[src/rtl/fma_pkg.sv]
// Shared FMA datapath types: mul0 port bundles, operand/product widths, default mul latency.
package fma_pkg;
  localparam int MUL_W       = 27;
  localparam int PROD_W      = 54;
  localparam int MUL_LAT_DEF = 2;

  typedef struct packed {
    logic             en;
    logic [MUL_W-1:0] req_in_1;
    logic [MUL_W-1:0] req_in_2;
  } mulit;

  typedef struct packed {
    logic [PROD_W-1:0] out;
  } mulot;

  typedef enum logic {LK_IDLE, LK_LOCKED} lock_st_e;

  function automatic int wrap_inc(input int i, input int n);
    return (i + 1 >= n) ? 0 : i + 1;
  endfunction
endpackage

[src/rtl/mul_share_arb_rr_pick.sv]
// Rotate-priority picker: first set request at/after ptr_i, wrapping, as one-hot plus index.
module rr_pick #(
  parameter int N  = 2,
  parameter int IW = $clog2(N)
) (
  input  logic [N-1:0]  req_i,
  input  logic [IW-1:0] ptr_i,
  output logic [N-1:0]  gnt_o,
  output logic [IW-1:0] idx_o,
  output logic          any_o
);
  always_comb begin
    int            j;
    logic [IW-1:0] jj;
    gnt_o = '0;
    idx_o = '0;
    any_o = 1'b0;
    j     = 0;
    jj    = '0;
    for (int k = 0; k < N; k++) begin
      j = int'(ptr_i) + k;
      if (j >= N) j = j - N;
      jj = IW'(j);
      if (!any_o && req_i[jj]) begin
        any_o     = 1'b1;
        gnt_o[jj] = 1'b1;
        idx_o     = jj;
      end
    end
  end
endmodule

[src/rtl/mul_share_arb.sv]
// Round-robin sharing of one mul0 slice among NREQ requesters with a tagged return pipe.
// Optional MUL_SHARE_ARB_LOCK_EN adds req_lock for back-to-back ops by one owner.
module mul_share_arb
  import fma_pkg::*;
#(
  parameter int NREQ    = 2,
  parameter int MUL_LAT = MUL_LAT_DEF
) (
  input  logic                        clk,
  input  logic                        reset,
  input  logic [NREQ-1:0]             req_valid,
  input  logic [NREQ-1:0][MUL_W-1:0]  req_in_1,
  input  logic [NREQ-1:0][MUL_W-1:0]  req_in_2,
`ifdef MUL_SHARE_ARB_LOCK_EN
  input  logic [NREQ-1:0]             req_lock,
`endif
  output logic [NREQ-1:0]             req_ready,
  output logic [NREQ-1:0]             rsp_valid,
  output logic [PROD_W-1:0]           rsp_out,
  output logic                        idle,
  output mulit                        muli,
  input  mulot                        mulo
);
  localparam int IW = $clog2(NREQ);

  logic [IW-1:0]                ptr_q, ptr_d;
  logic [NREQ-1:0]              elig, gnt;
  logic [IW-1:0]                win;
  logic                         any, issue, lock_idle;
  logic [MUL_LAT-1:0]           tag_v_q, tag_v_d;
  logic [MUL_LAT-1:0][IW-1:0]   tag_id_q, tag_id_d;

`ifdef MUL_SHARE_ARB_LOCK_EN
  lock_st_e        st_q, st_d;
  logic [IW-1:0]   own_q, own_d;
  logic [NREQ-1:0] own_oh;

  // While locked only the owner competes, so the picker returns it regardless of ptr.
  assign own_oh    = NREQ'(1) << own_q;
  assign elig      = (st_q == LK_LOCKED) ? (req_valid & own_oh) : req_valid;
  assign lock_idle = (st_q == LK_IDLE);
`else
  assign elig      = req_valid;
  assign lock_idle = 1'b1;
`endif

  rr_pick #(.N(NREQ), .IW(IW)) u_pick (
    .req_i (elig),
    .ptr_i (ptr_q),
    .gnt_o (gnt),
    .idx_o (win),
    .any_o (any)
  );

  assign req_ready     = reset ? '0 : gnt;
  assign issue         = any & ~reset;
  assign muli.en       = issue;
  assign muli.req_in_1 = issue ? req_in_1[win] : '0;
  assign muli.req_in_2 = issue ? req_in_2[win] : '0;

  always_comb begin
    ptr_d = ptr_q;
`ifdef MUL_SHARE_ARB_LOCK_EN
    st_d  = st_q;
    own_d = own_q;
    if (st_q == LK_LOCKED) begin
      // Owner leaves by issuing unlocked or by dropping valid; either way rr resumes after it.
      if (!req_valid[own_q] || !req_lock[own_q]) begin
        st_d  = LK_IDLE;
        ptr_d = IW'(wrap_inc(int'(own_q), NREQ));
      end
    end else if (issue) begin
      ptr_d = IW'(wrap_inc(int'(win), NREQ));
      if (req_lock[win]) begin
        st_d  = LK_LOCKED;
        own_d = win;
      end
    end
`else
    if (issue) ptr_d = IW'(wrap_inc(int'(win), NREQ));
`endif
    tag_v_d     = tag_v_q;
    tag_id_d    = tag_id_q;
    tag_v_d[0]  = issue;
    tag_id_d[0] = win;
    for (int k = 1; k < MUL_LAT; k++) begin
      tag_v_d[k]  = tag_v_q[k-1];
      tag_id_d[k] = tag_id_q[k-1];
    end
  end

  always_ff @(posedge clk) begin
    if (reset) begin
      ptr_q    <= '0;
      tag_v_q  <= '0;
      tag_id_q <= '0;
`ifdef MUL_SHARE_ARB_LOCK_EN
      st_q     <= LK_IDLE;
      own_q    <= '0;
`endif
    end else begin
      ptr_q    <= ptr_d;
      tag_v_q  <= tag_v_d;
      tag_id_q <= tag_id_d;
`ifdef MUL_SHARE_ARB_LOCK_EN
      st_q     <= st_d;
      own_q    <= own_d;
`endif
    end
  end

  // Last tag stage lines up with mul0's output for the same op.
  for (genvar i = 0; i < NREQ; i++) begin : g_rsp
    assign rsp_valid[i] = ~reset & tag_v_q[MUL_LAT-1] & (tag_id_q[MUL_LAT-1] == IW'(i));
  end

  assign rsp_out = mulo.out;
  assign idle    = reset | (~|tag_v_q & lock_idle);
endmodule

[config.mk]
export PLATFORM = sky130hd
export DESIGN_NAME = mul_share_arb
export DESIGN_NICKNAME = d
export VERILOG_FILES = /design/src/rtl/fma_pkg.sv /design/src/rtl/mul_share_arb_rr_pick.sv /design/src/rtl/mul_share_arb.sv
export SDC_FILE = /design/constraint.sdc
export NUM_CORES = 1
export LEC_CHECK = 0
export ABC_AREA = 1
export ABC_CLOCK_PERIOD_IN_PS = 1900
export CORE_AREA = 2 2 109 111
export DETAILED_ROUTE_END_ITERATION = 6
export DIE_AREA = 0 0 111 113
export MAX_ROUTING_LAYER = met4
export PLACE_DENSITY_LB_ADDON = 0.05
export SYNTH_ARGS = -nofsm -noshare
export SYNTH_HDL_FRONTEND = slang
export SYNTH_SLANG_ARGS = --single-unit
[constraint.sdc]
create_clock -name clk -period 1.9 [get_ports clk]
set_clock_uncertainty 0.05 [all_clocks]
set_input_delay 0.38 -clock clk [delete_from_list [all_inputs] [get_ports clk]]
set_output_delay 0.38 -clock clk [all_outputs]
set_load 0.02 [all_outputs]
==> results of run 1 <==
-- metrics by stage --
step,hold WS (ns),TNS (ns),power [uW],cells,setup WS [ns]
global route,0.387,0,1450,643,0.00481
finish,0.363,0,1350,643,0.0808
detailed placement,0.356,-43.10,1010,630,-0.774
floorplan,0.338,0,693,382,0.244
CTS,0.367,0,1370,643,0.0104
global placement,0.357,-42.61,1020,630,-0.760
-- sequential cells by signal (all words and copies together), names as in the netlist --
register / cells
ptr_q: 1
tag_id_q: 1
tag_id_d: 1
tag_v_q: 2
-- placed cells by master (no fill, tap or decap) --
master             n
nand3_1           54
dfxtp_1            5
buf_4             30
o21ai_0            1
inv_1             58
clkbuf_16          3
clkbuf_1           1
buf_2             34
bufbuf_16          2
clkbuf_2           2
a21oi_1           56
clkdlybuf4s15_2    1
buf_12             9
clkdlybuf4s50_1  108
buf_16             3
nand2_1           56
nor2_4             1
nor2_8             1
nand2_8            1
dlygate4sd2_1      4
clkdlybuf4s15_1    1
nor2_1            62
nand2_4            2
inv_4              1
buf_6              4
-- worst reg2reg max path, stage by stage, from the launching register on --
cell,delay [ns]
dfxtp_1,0.33
nand2_4,0.15
buf_4,0.20
nand2_1,0.08
buf_4,0.13
nor2_1,0.08
-- cell families (layout without fill, tap and decap cells) --
| family | count (synthesis) | count (layout) |
|---|---|---|
| simple gates | 176 | 177 |
| buf+inv | 144 | 261 |
| compound gates | 57 | 57 |
| flops | 5 | 5 |
-- layout make-up --
class | instances | area share
well taps | 143 | 0.0501
repair buffers | 198 | 0.537
flip-flops and latches | 5 | 0.0280
multi-input cells | 234 | 0.300
inverters | 59 | 0.0627
clock buffers | 4 | 0.0221
-- layer usage --
layer,track usage,up-vias,share of wire,wire [um]
li1,-,1365,-,-
met1,0.149,1119,0.40,3390
met2,0.240,107,0.51,4310
met3,0.0166,36,0.062,520
met4,0.0392,0,0.027,225
met5,-,-,0,0
-- worst min-delay path by stage --
| stage | start | endpoint | depth (start not counted) |
|---|---|---|---|
| 3_3_place_gp | tag_id_d[1]$_SDFF_PP0_ | tag_id_q[1]$_SDFF_PP0_ | 2 |
| 3_5_place_dp | tag_id_d[1]$_SDFF_PP0_ | tag_id_q[1]$_SDFF_PP0_ | 2 |
| 5_1_grt | tag_v_q[0]$_SDFF_PP0_ | tag_v_q[1]$_SDFF_PP0_ | 2 |
| 2_1_floorplan | tag_id_d[1]$_SDFF_PP0_ | tag_id_q[1]$_SDFF_PP0_ | 2 |
| 4_1_cts | tag_id_d[1]$_SDFF_PP0_ | tag_id_q[1]$_SDFF_PP0_ | 2 |
| 6_report | tag_id_d[1]$_SDFF_PP0_ | tag_id_q[1]$_SDFF_PP0_ | 2 |
-- timing repair --
action,CTS,global route
endpoints found under the hold margin,0,0
resized for setup,260,7
setup buffers,3,0
gates cloned,6,0
pin swaps,1,1
endpoints found under the setup margin,60,24
-- where the power goes --
| part | switching [uW] | leakage, uW | internal [uW] |
|---|---|---|---|
| sequential | 3.79 | 0.0000415 | 112 |
| clock | 71.2 | 0.0000382 | 278 |
| combinational | 413 | 0.00183 | 472 |
==> impl.org, run 1 <==
** Floorplanning
- Row generation in the floorplan step produced 39 rows.
- The core region is between 0.01 and 0.015 mm2.
- Measured along the x axis, the die boundary spans 111 um.
- Die Outline Area :: 0.0125 mm2
- The die is approximately 110 um tall.
- I/O pin total :: 280
- The initial utilization of the core area, before any placement, comes to 0.176.

** GRT
- After global routing the overflow that remains totals 0.
- Number of antenna violations at the first check in global routing :: 0
- The first global-routing pass estimated 13300 um of wire.
- Via count of the first global-routing pass :: around 2600
- Overall routing resource usage :: 0.131
- Maximum number of pins on one net before global-route repair :: 33

** Route
- DR pass1 iterations :: 4
- Detailed Route WL :: 8440 um
- Vias after detailed routing :: 2627
- Initial detailed-routing violation count :: 145
- Once detail routing completed, the nets flagged for antenna violations numbered 0.
- After detailed routing, the number of remaining DRC violations is 0.
- Using the TritonRoute via totals, the vias-per-cell ratio works out to 4.09.
- Average routed wire per standard cell :: 13.1 um

** Logic synthesis
- Post-synth net total :: 548
- Synthesis produced 382 cells.
- Cell with the most instances after synthesis :: buf_4
- The netlist uses 14 different library cells.
- In this run, synthesis produced a sequential element count of 5.
- Mapped cell area :: 0.00198 mm2
- Synth cell count leaders :: 72 x buf_4, 62 x nor2_1, 58 x inv_1, 58 x nand2_1, 56 x a21oi_1
- Of the total synthesized cell area, the portion taken by AND, OR, NAND and NOR gates is 0.377.
- The share of the Yosys chip area taken by registers is 0.0505.
- Yosys printed 0 warnings.
- Multiplexer share of the synthesized area :: 0
- Of the total synthesized cell area, the portion taken by XOR and XNOR cells is 0.
- Dominant combinational cell family by area after synthesis :: buffers and inverters
- The share of the synthesized area in compound gates (AO/OA/AOI/OAI) is 0.144.
- Of the post-synthesis cell area, the dominant cell type holds 0.273.
- Counting flops with a built-in enable in the synthesized netlist gives 0.
- Cell type with the largest total area after synthesis :: buf_4
- The average instance in the mapped netlist occupies around 5.2 um2.
- Synth area leaders :: buf_4 27%, a21oi_1 14%, nand3_1 14%, nor2_1 12%, inv_1 11%
- Of the total synthesized cell area, the portion taken by full adders, half adders and majority gates is 0.
- Fraction of registers with async set or reset after synthesis :: 0
- Most common flop cell mapped by yosys :: dfxtp_1

** Place
- Placer Congestion :: 0.736
- Summing all placed instances gives a cell area of 0.00350 mm2.
- Detailed placement finished with a half-perimeter wire length of 5970 um.
- Buffers placed on the I/O ports in this run total 171.

** Setup path
- Worst-path cell chain :: nand2_4 > buf_12 > a21oi_1 > nor2_1 > clkdlybuf4s15_2
- The critical path contains buffers and inverters numbering 2 combined.
- The kind of cell with the highest combined delay along the critical path is buffers and inverters.
- Worst setup path startpoint :: ptr_q$_SDFFE_PP0P_
- The critical path ends at muli[15].
- For the worst setup path, the data required time is between 1 and 1.5 ns.
- Data arrives at the worst endpoint at 1.39 ns.
- Cell with the largest stage delay on the worst path :: dfxtp_1
- The number of cells on the worst reg-to-reg path is 5.
- Largest stage delay on the critical path :: roughly 0.36 ns
- Critical path depth :: 5
- Reg-to-reg setup timing slack :: 0.83 ns
- Highest fanout seen on the critical path :: 25
- STA classifies the critical path startpoint as a register.
- Worst Setup Path Type :: register to output port
- The worst register-to-register path ends at ptr_q$_SDFFE_PP0P_.
- Critical path endpoint category :: output port
- Reg2Reg Launch Point :: ptr_q$_SDFFE_PP0P_

** Timing
- Tcrit/Tclk final :: 0.957
- Worst slew margin relative to its limit :: 0.853
- The hold violation total from the final report is 0.
- Setup repair after global routing left no endpoint under its margin.
- Achievable clock frequency :: about 550 MHz
- Final setup violation count :: 0
- The smallest clock period supported by the final layout is computed as 1.82 ns.
- Number of slew-limit violations in the final report :: 0
- Slew @ Worst Pin :: 0.221 ns

** Min path
- Path category of the worst min-delay check :: register to register

** Final layout
- Footprint of the multi-input gates :: about 0.0011 mm2
- Total inserted antenna cells :: 0
- Fill cells in the final layout number ~1300.
- Area occupied by registers :: 100 um2
- Relative to the synthesized area, the layout overhead comes to 80.1%.
- For this run, the share of the core covered by cells in the final layout is 0.317.
- Post-route standard cell area excluding fillers :: 0.00357 mm2
- Final net count :: 667
- Of the cells placed in the final design, the portion with a size suffix greater than 1 is 0.188.

** Clocking
- The number of clock buffers added by TritonCTS is 3.
- Clock net sink count :: 5
- Max clock buf depth :: 2
- Clock latency of the later-clocked register in the worst-skew pair :: 0.23 ns
- TritonCTS built the clock tree.
- Cell chosen for the clock root :: clkbuf_16
- After clock tree synthesis, the flow added hold-fix buffers numbering 0.
- After clock tree synthesis, the clock-pin slew on the worst setup and hold paths is 0.03 ns.
- In this run the number of H-tree levels came out at 1.

** Pwr
- Total power divided by cell area :: 378 mW/mm2
- Across the VDD grid, the largest voltage drop is 0.325 mV.
- For this design the static power due to leakage is 0.00191 uW.

** Run
- Max-cap violations in this run came to 0.

** Outcome
- Status :: finished, final reports clean
Power figures use the tool's default switching activity.
==> run 2: changes to the inputs <==
--- a/config.mk
+++ b/config.mk
@@ -12,6 +12,7 @@
 export DIE_AREA = 0 0 111 113
 export MAX_ROUTING_LAYER = met4
 export PLACE_DENSITY_LB_ADDON = 0.05
+export SKIP_CTS_REPAIR_TIMING = 1
 export SYNTH_ARGS = -nofsm -noshare
 export SYNTH_HDL_FRONTEND = slang
 export SYNTH_SLANG_ARGS = --single-unit
==> impl.org, run 2 (synthesized netlist as in run 1, its figures left out) <==
** Final layout
- Of the cells placed in the final design, the portion with a size suffix greater than 1 is 0.182.
- Post-Route Utilization :: 0.315
- Commonest non-fill, non-tap cells in the layout :: 108 x clkdlybuf4s50_1, 62 x nor2_1, 58 x inv_1, 56 x a21oi_1, 56 x nand2_1
- Final net count :: 667
- Flip-flop count of the largest register, all copies and words added :: 2
- Leading cell type in the layout, fill and taps excluded :: clkdlybuf4s50_1
- Total inserted antenna cells :: 0
- Number of cells in the finished layout apart from fillers :: 643
- Post-route standard cell area excluding fillers :: 0.00355 mm2
- More flip-flops sit in one register than any other, and that register is tag_v_q.
- Counting the fill cells in the layout gives 1297.
- Relative to the synthesized area, the layout overhead comes to 79.1%.

** Floorplanning
- I/O pin total :: 280
- In this run the core area contains 39 standard-cell rows.
- The die covers 0.0125 mm2.
- For this configuration, the core starts out at a cell density of 0.176.
- In this run the standard cell core region covers 0.0113 mm2.
- The die is 113 um tall.
- Die width :: ~110 um

** Timing
- Final hold violation count :: 0
- Achievable clock frequency :: 543 MHz
- Worst slew margin relative to its limit :: 0.838
- Counting I/O delays and the setup requirement, the final critical path takes 1.84 ns.
- Dividing the final minimum period by the clock period gives 0.969.
- Min setup slack post-route :: 0.0597 ns
- Final setup violation count :: 0
- Number of slew-limit violations in the final report :: 0
- Slew @ Worst Pin :: ~0.24 ns

** Pwr
- For this design the ratio of total power to cell area is 376 mW/mm2.
- Overall power consumption after layout is estimated at about 1300 uW.
- The worst-case IR drop observed on VDD is 0.324 mV.
- Leakage power figure :: 0.00196 uW

** Route
- After detailed routing, the average wire length per cell comes to 13.2 um.
- The first routing iteration left 125 violations.
- The first detailed-routing pass took 4 iterations.
- Vias after detailed routing :: between 2000 and 3000
- In the routed design, unresolved DRC markers number 0.
- Per-cell via count in the routed design :: slightly above 4
- For this block, the routed nets add up to ~8500 um of wire.
- The count of nets left with antenna violations once routing finished came out at 0.

** Clocking
- Clock latency of the later-clocked register in the worst-skew pair :: 0.23 ns
- Counting every sink on the clock net gives 5.
- Clk pin slew, worst setup/hold paths :: 0.03 ns
- Number of clock buffers inserted by TritonCTS :: 3
- Max clock buf depth :: 2
- Clock tree synthesis selected as its root buffer the cell clkbuf_16.
- TritonCTS clock tree :: yes
- CTS built an H-tree with a depth of 1.

** Run
- The tool flagged a number of max-cap violations equal to 0.

** Setup path
- Required time reported for the critical path endpoint :: 1.47 ns
- Data arrival at the endpoint of the critical path :: approximately 1.4 ns
- Along the worst path, the maximum fanout reaches 11.
- The worst setup path is captured at an output port.
- The worst setup path is launched from an input pin.
- Worst Setup Path Type :: input pin to output port

** Place
- The count of buffers added on input and output ports is 171.
- Post-DP HPWL :: roughly 6000 um
- At the placement stage, the worst setup path has a slack of -0.774 ns.
- At the end of routability-driven placement, the weighted congestion stood at 0.736.
- The placed instances occupy a cell area of 0.00350 mm2.
- Number of placed cells counting well taps :: 630

** GRT
- Via count of the first global-routing pass :: 2513
- Number of antenna violations at the first check in global routing :: 0
- Entering global routing, the biggest net connects 33 pins.
- Final global-route overflow total :: 0
- For this run, the total global-route usage over all layers was measured as 0.119.
- Wire length of the first global-routing pass :: about 12000 um

** Min path
- The path class of the tightest hold or removal check is register to register.

** Outcome
- The flow ran to the end, and the final reports show no timing, DRC or antenna violations.
==> run 2: cell types whose count changed in the layout (fill, tap and decap cells not counted), moves of 2 or more <==
cell            previous run  this run
buf_4                     30        14
dlygate4sd2_1              4         0
bufbuf_16                  2         0
buf_16                     3         0
clkbuf_2                   2        34
dlymetal6s2s_1             0         8
clkbuf_16                  3         8
buf_2                     34        15
==> run 2: path summary, 6_finish.rpt <==
check | cells after the start | to | slack [ns] | from
max | 8 | muli[14] | 0.06 | req_valid[0]
min | 2 | tag_id_q[1]$_SDFF_PP0_ | 0.36 | tag_id_d[1]$_SDFF_PP0_
max reg2reg | 5 | ptr_q$_SDFFE_PP0P_ | 0.84 | ptr_q$_SDFFE_PP0P_
min reg2reg | 2 | tag_id_q[1]$_SDFF_PP0_ | 0.36 | tag_id_d[1]$_SDFF_PP0_
==> run 2: cell type report <==
| type | count | area [um2] | share of cell area |
|---|---|---|---|
| clock buffer | 4 | 78.8 | 0.0222 |
| inverter | 59 | 221 | 0.0624 |
| multi-input combinational | 233 | 1060 | 0.299 |
| sequential | 5 | 100 | 0.0282 |
| tap | 143 | 179 | 0.0504 |
| timing repair buffer | 199 | 1910 | 0.538 |
==> run 2: per-layer routing <==
layer / routed length (um) / GRT usage / vias up / part of all wire
li1: - / - / 1358 / -
met1: 3380 / 0.137 / 1114 / 0.40
met2: 4320 / 0.211 / 109 / 0.51
met3: 572 / 0.0182 / 36 / 0.067
met4: 225 / 0.0425 / 0 / 0.026
met5: 0 / - / - / 0
==> run 2: worst max-delay path, stage by stage <==
cell            delay, ns
dlymetal6s2s_1       0.20
nor2_4               0.08
nor2_8               0.14
buf_12               0.14
buf_12               0.13
nand2_1              0.07
nor2_1               0.09
buf_2                0.17
==> run 2: through the flow <==
| stage | hold slack, ns | TNS (ns) |
|---|---|---|
| floorplan | 0.338 | 0 |
| global placement | 0.357 | -42.61 |
| detailed placement | 0.356 | -43.10 |
| CTS | 0.367 | -43.37 |
| global route | 0.387 | -0.393 |
| finish | 0.363 | 0 |
==> run 2: power breakdown <==
part           switching, uW  internal (uW)  leakage (uW)
Sequential              3.71            112     0.0000415
Clock                   71.9            278     0.0000382
Combinational            413            456       0.00188
==> run 3: changes to the inputs <==
--- a/config.mk
+++ b/config.mk
@@ -5,11 +5,10 @@
 export SDC_FILE = /design/constraint.sdc
 export NUM_CORES = 1
 export LEC_CHECK = 0
-export ABC_AREA = 1
 export ABC_CLOCK_PERIOD_IN_PS = 1900
-export CORE_AREA = 2 2 109 111
+export CORE_AREA = 2 2 110 112
 export DETAILED_ROUTE_END_ITERATION = 6
-export DIE_AREA = 0 0 111 113
+export DIE_AREA = 0 0 112 114
 export MAX_ROUTING_LAYER = met4
 export PLACE_DENSITY_LB_ADDON = 0.05
 export SKIP_CTS_REPAIR_TIMING = 1
==> impl.org, run 3 <==
** Setup path
- Capture point of the critical path :: muli[2]
- Worst-path cell chain :: dlymetal6s2s_1 > nor2b_4 > buf_12 > o32ai_1 > dlymetal6s2s_1
- Among all stages on the critical path, the largest delay is contributed by o32ai_1.
- Largest stage delay on the critical path :: 0.27 ns
- Together, buffers and inverters on the worst path number 3.
- Highest fanout seen on the critical path :: 27
- Path depth of the worst reg2reg path :: 3
- Cell occurring most often along the worst timing path :: dlymetal6s2s_1
- The startpoint identified for the worst register-to-register timing path is ptr_q$_SDFFE_PP0P_.
- The worst register-to-register path has a setup slack of 0.90 ns.
- Required time reported for the critical path endpoint :: 1.47 ns
- Critical path endpoint category :: output port
- Critical path depth :: 5
- The worst register-to-register path ends at ptr_q$_SDFFE_PP0P_.
- Startpoint type of the worst setup path :: input pin
- Top Family by Delay on Critical Path :: buffers and inverters
- Data arrival at the endpoint of the critical path :: 1.42 ns
- Tracing the worst setup path back leads to its startpoint at req_valid[0].
- The worst setup path is of the input pin to output port kind.

** Logic synthesis
- Post-Synth Adder-Cell Area :: 0
- Synth Area in Simple Gates :: 0.316
- In the synthesized netlist the async set-or-reset flop fraction comes to 0.
- o32ai_2 takes more of the synthesized area than any other cell.
- Dominant combinational cell family by area after synthesis :: compound AO/OA/AOI/OAI gates
- By count the netlist is led by 108 x nand2b_1, 56 x buf_4, 49 x o32ai_2, 15 x buf_6, 10 x clkbuf_1.
- The number of nets in the synthesized netlist is 435.
- Cell with the most instances after synthesis :: nand2b_1
- Synth area leaders :: o32ai_2 34%, nand2b_1 28%, buf_4 18%, buf_6 7.1%, dfxtp_1 4.2%
- Yosys warnings :: 0
- Unique cell type count in the Yosys netlist :: 18
- In this run, synthesis inferred 0 flip-flops with an integrated enable.
- Dividing the synthesized area by the synthesized cell count gives roughly 8.8 um2.
- The cell area that synthesis handed to floorplanning was 0.00237 mm2.
- Area share of the largest cell type after synthesis :: 0.336
- Multiplexer share of the synthesized area :: 0
- Synthesis-stage register bit count :: 5
- Sequential share of the synthesized area :: 0.0422
- Fraction of the mapped netlist area in compound gates :: 0.366
- Cells after Synth :: 269
- Most common flop cell mapped by yosys :: dfxtp_1
- XOR/XNOR share of the synthesized area :: 0

** GRT
- After global routing the overflow that remains totals 0.
- Entering global routing, the biggest net connects between 40 and 50 pins.
- In the global route stage, met3 resource usage came out at 0.0303.
- The initial antenna violation count came to 0.
- In the global route stage, met1 resource usage came out at 0.135.
- In the global route stage, overall resource usage came out at 0.118.
- Most used routing layer in global routing :: met2
- Wire length of the first global-routing pass :: 12100 um
- Met2 track utilization from global routing :: 0.219
- The via count of the first global-routing pass came to 2306.

** Pwr
- In this run the power density over the cells is 337 mW/mm2.
- Part of the total power dissipated in combinational logic :: 0.662
- Proportion of power drawn by flip-flops and latches :: 0.085
- Leakage power figure :: around 0.0021 uW
- Switching power total :: 464 uW
- Tot Pwr :: 1360 uW
- Of the total power, the clock network draws 0.253.
- Internal :: roughly 900 uW
- Of the total power, the share spent switching nets is 0.341.
- VDD sags by at most 0.385 mV.

** Clocking
- Clock latency on the worst-skew pair, taken at its later pin, is approximately 0.23 ns.
- The tree built by TritonCTS fans out to 5 sinks.
- Clock-pin slew was measured on the worst setup and hold paths at 0.04 ns.
- Number of clock buffers inserted by TritonCTS :: 3
- H-tree levels :: 1
- The clock passes through at most 2 buffers.
- TritonCTS built the clock tree.
- The cell sitting at the root of the clock tree is a clkbuf_16.

** Timing
- In the finished design, the share of the clock period the worst path needs comes to 0.975.
- The hold violation total from the final report is 0.
- Setup violations remaining at the end of the flow were counted as 0.
- Achievable clock frequency :: between 500 and 600 MHz
- The smallest clock period supported by the final layout is computed as 1.85 ns.
- Number of slew-limit violations in the final report :: 0
- Hold is met by 0.409 ns.
- Final total negative setup slack :: 0 ns
- Measured against its own limit, the worst slew margin works out to 0.824.
- For the pin with the worst max-slew slack, the measured transition is 0.264 ns.

** Final layout
- Fill cell instance count of the final layout :: 1248
- In the final layout, the share of cells above drive strength 1 is 0.208.
- The multi-input combinational cells in the finished layout cover a total of roughly 0.0016 mm2.
- Relative to the synthesized area, the layout overhead comes to 70.1%.
- At the end of the flow, the number of nets in the layout was about 540.
- Flip-flop count of the largest register, all copies and words added :: 2
- Top register by number of flip-flops :: tag_v_q
- Commonest non-fill, non-tap cells in the layout :: 108 x nand2b_1, 108 x clkdlybuf4s50_1, 57 x dlymetal6s2s_1, 50 x o32ai_2, 9 x buf_12
- Leaving out filler cells and counting taps, the final layout contains 518.
- Registers take 100 um2.
- Total inserted antenna cells :: 0

** Floorplanning
- Cell Rows :: 40
- Die Outline Area :: 0.0128 mm2
- For this design the top-level I/O count stands at 280.
- Starting Density :: 0.203
- Core region area :: approximately 0.012 mm2
- The floorplan step set the die height to between 100 and 150 um.
- Die width :: 112 um

** Route
- Using the TritonRoute via totals, the vias-per-cell ratio works out to ~4.4.
- Wires add up to a little over 8000 um.
- DR pass1 iterations :: 4
- Detailed routing inserted a total of 2280 vias.
- Antenna violation net count after detailed routing :: 0
- For this block, the initial DRC count from the detailed router was 90.
- Remaining design rule violation count :: 0
- Average routed wire per standard cell :: 15.8 um

** Min path
- The worst hold path belongs to the class register to register.

** Outcome
- Status :: finished, final reports clean

** Place
- Placer Congestion :: 0.702
- The HPWL after detailed placement is 6080 um.
- Once placement completed, the tool counted placed cells totaling 514.
- Count of buffers from port buffering :: between 150 and 200

** Run
- Max-cap violations in this run came to 0.
-- run 3: area by class of cell --
type / count / share of cell area
clock buffer: 3 / 0.0186
multi-input combinational: 177 / 0.404
clock inverter: 1 / 0.00124
tap: 147 / 0.0456
sequential: 5 / 0.0248
timing repair buffer: 184 / 0.505
inverter: 1 / 0.000930
-- run 3: per-stage QoR --
| stage | area, um2 | utilization | setup slack, ns |
|---|---|---|---|
| 4_1_cts | 3910 | 0.334 | -0.700 |
| 3_5_place_dp | 3830 | 0.327 | -0.695 |
| 6_report | 4040 | 0.345 | 0.0480 |
| 2_1_floorplan | 2370 | - | 0.132 |
| 5_1_grt | 4040 | 0.345 | -0.0645 |
| 3_3_place_gp | 3830 | 0.327 | -0.686 |
-- run 3: cell families (layout without fill, tap and decap cells) --
logic type / count (synthesis) / after routing
compound gates: 57 / 57
buf+inv: 87 / 189
flops: 5 / 5
simple gates: 120 / 120
-- run 3: power by group through the flow --
stage               combinational, uW  clock [uW]  sequential [uW]
global placement                  938           0              117
floorplan                         643           0              116
global route                      962         361              116
CTS                               941         353              116
detailed placement                936           0              117
finish                            901         344              116
-- run 3: worst min path at each step --
stage | startpoint | to | slack (ns) | cells past startpoint
6_report | tag_id_d[1]$_SDFF_PP0_ | tag_id_q[1]$_SDFF_PP0_ | 0.41 | 1
5_1_grt | tag_id_d[1]$_SDFF_PP0_ | tag_id_q[1]$_SDFF_PP0_ | 0.42 | 1
4_1_cts | tag_id_d[1]$_SDFF_PP0_ | tag_id_q[1]$_SDFF_PP0_ | 0.41 | 1
3_5_place_dp | tag_id_d[1]$_SDFF_PP0_ | tag_id_q[1]$_SDFF_PP0_ | 0.38 | 1
3_3_place_gp | tag_id_d[1]$_SDFF_PP0_ | tag_id_q[1]$_SDFF_PP0_ | 0.37 | 1
2_1_floorplan | tag_id_d[1]$_SDFF_PP0_ | tag_id_q[1]$_SDFF_PP0_ | 0.36 | 1
-- run 3: worst register-to-register path: cells and delay by family, from the launching register on --
kind | cells | cell delay (ns)
AOI/OAI and AO/OA | 1 | 0.21
buffers and inverters | 1 | 0.17
and+or+nand+nor | 1 | 0.08
DFF | 1 | 0.38
-- run 3: routing by layer --
layer | routed length (um) | part of all wire
met5 | 0 | 0
met3 | 653 | 0.080
met1 | 3280 | 0.40
met4 | 36 | 0.0044
met2 | 4220 | 0.52
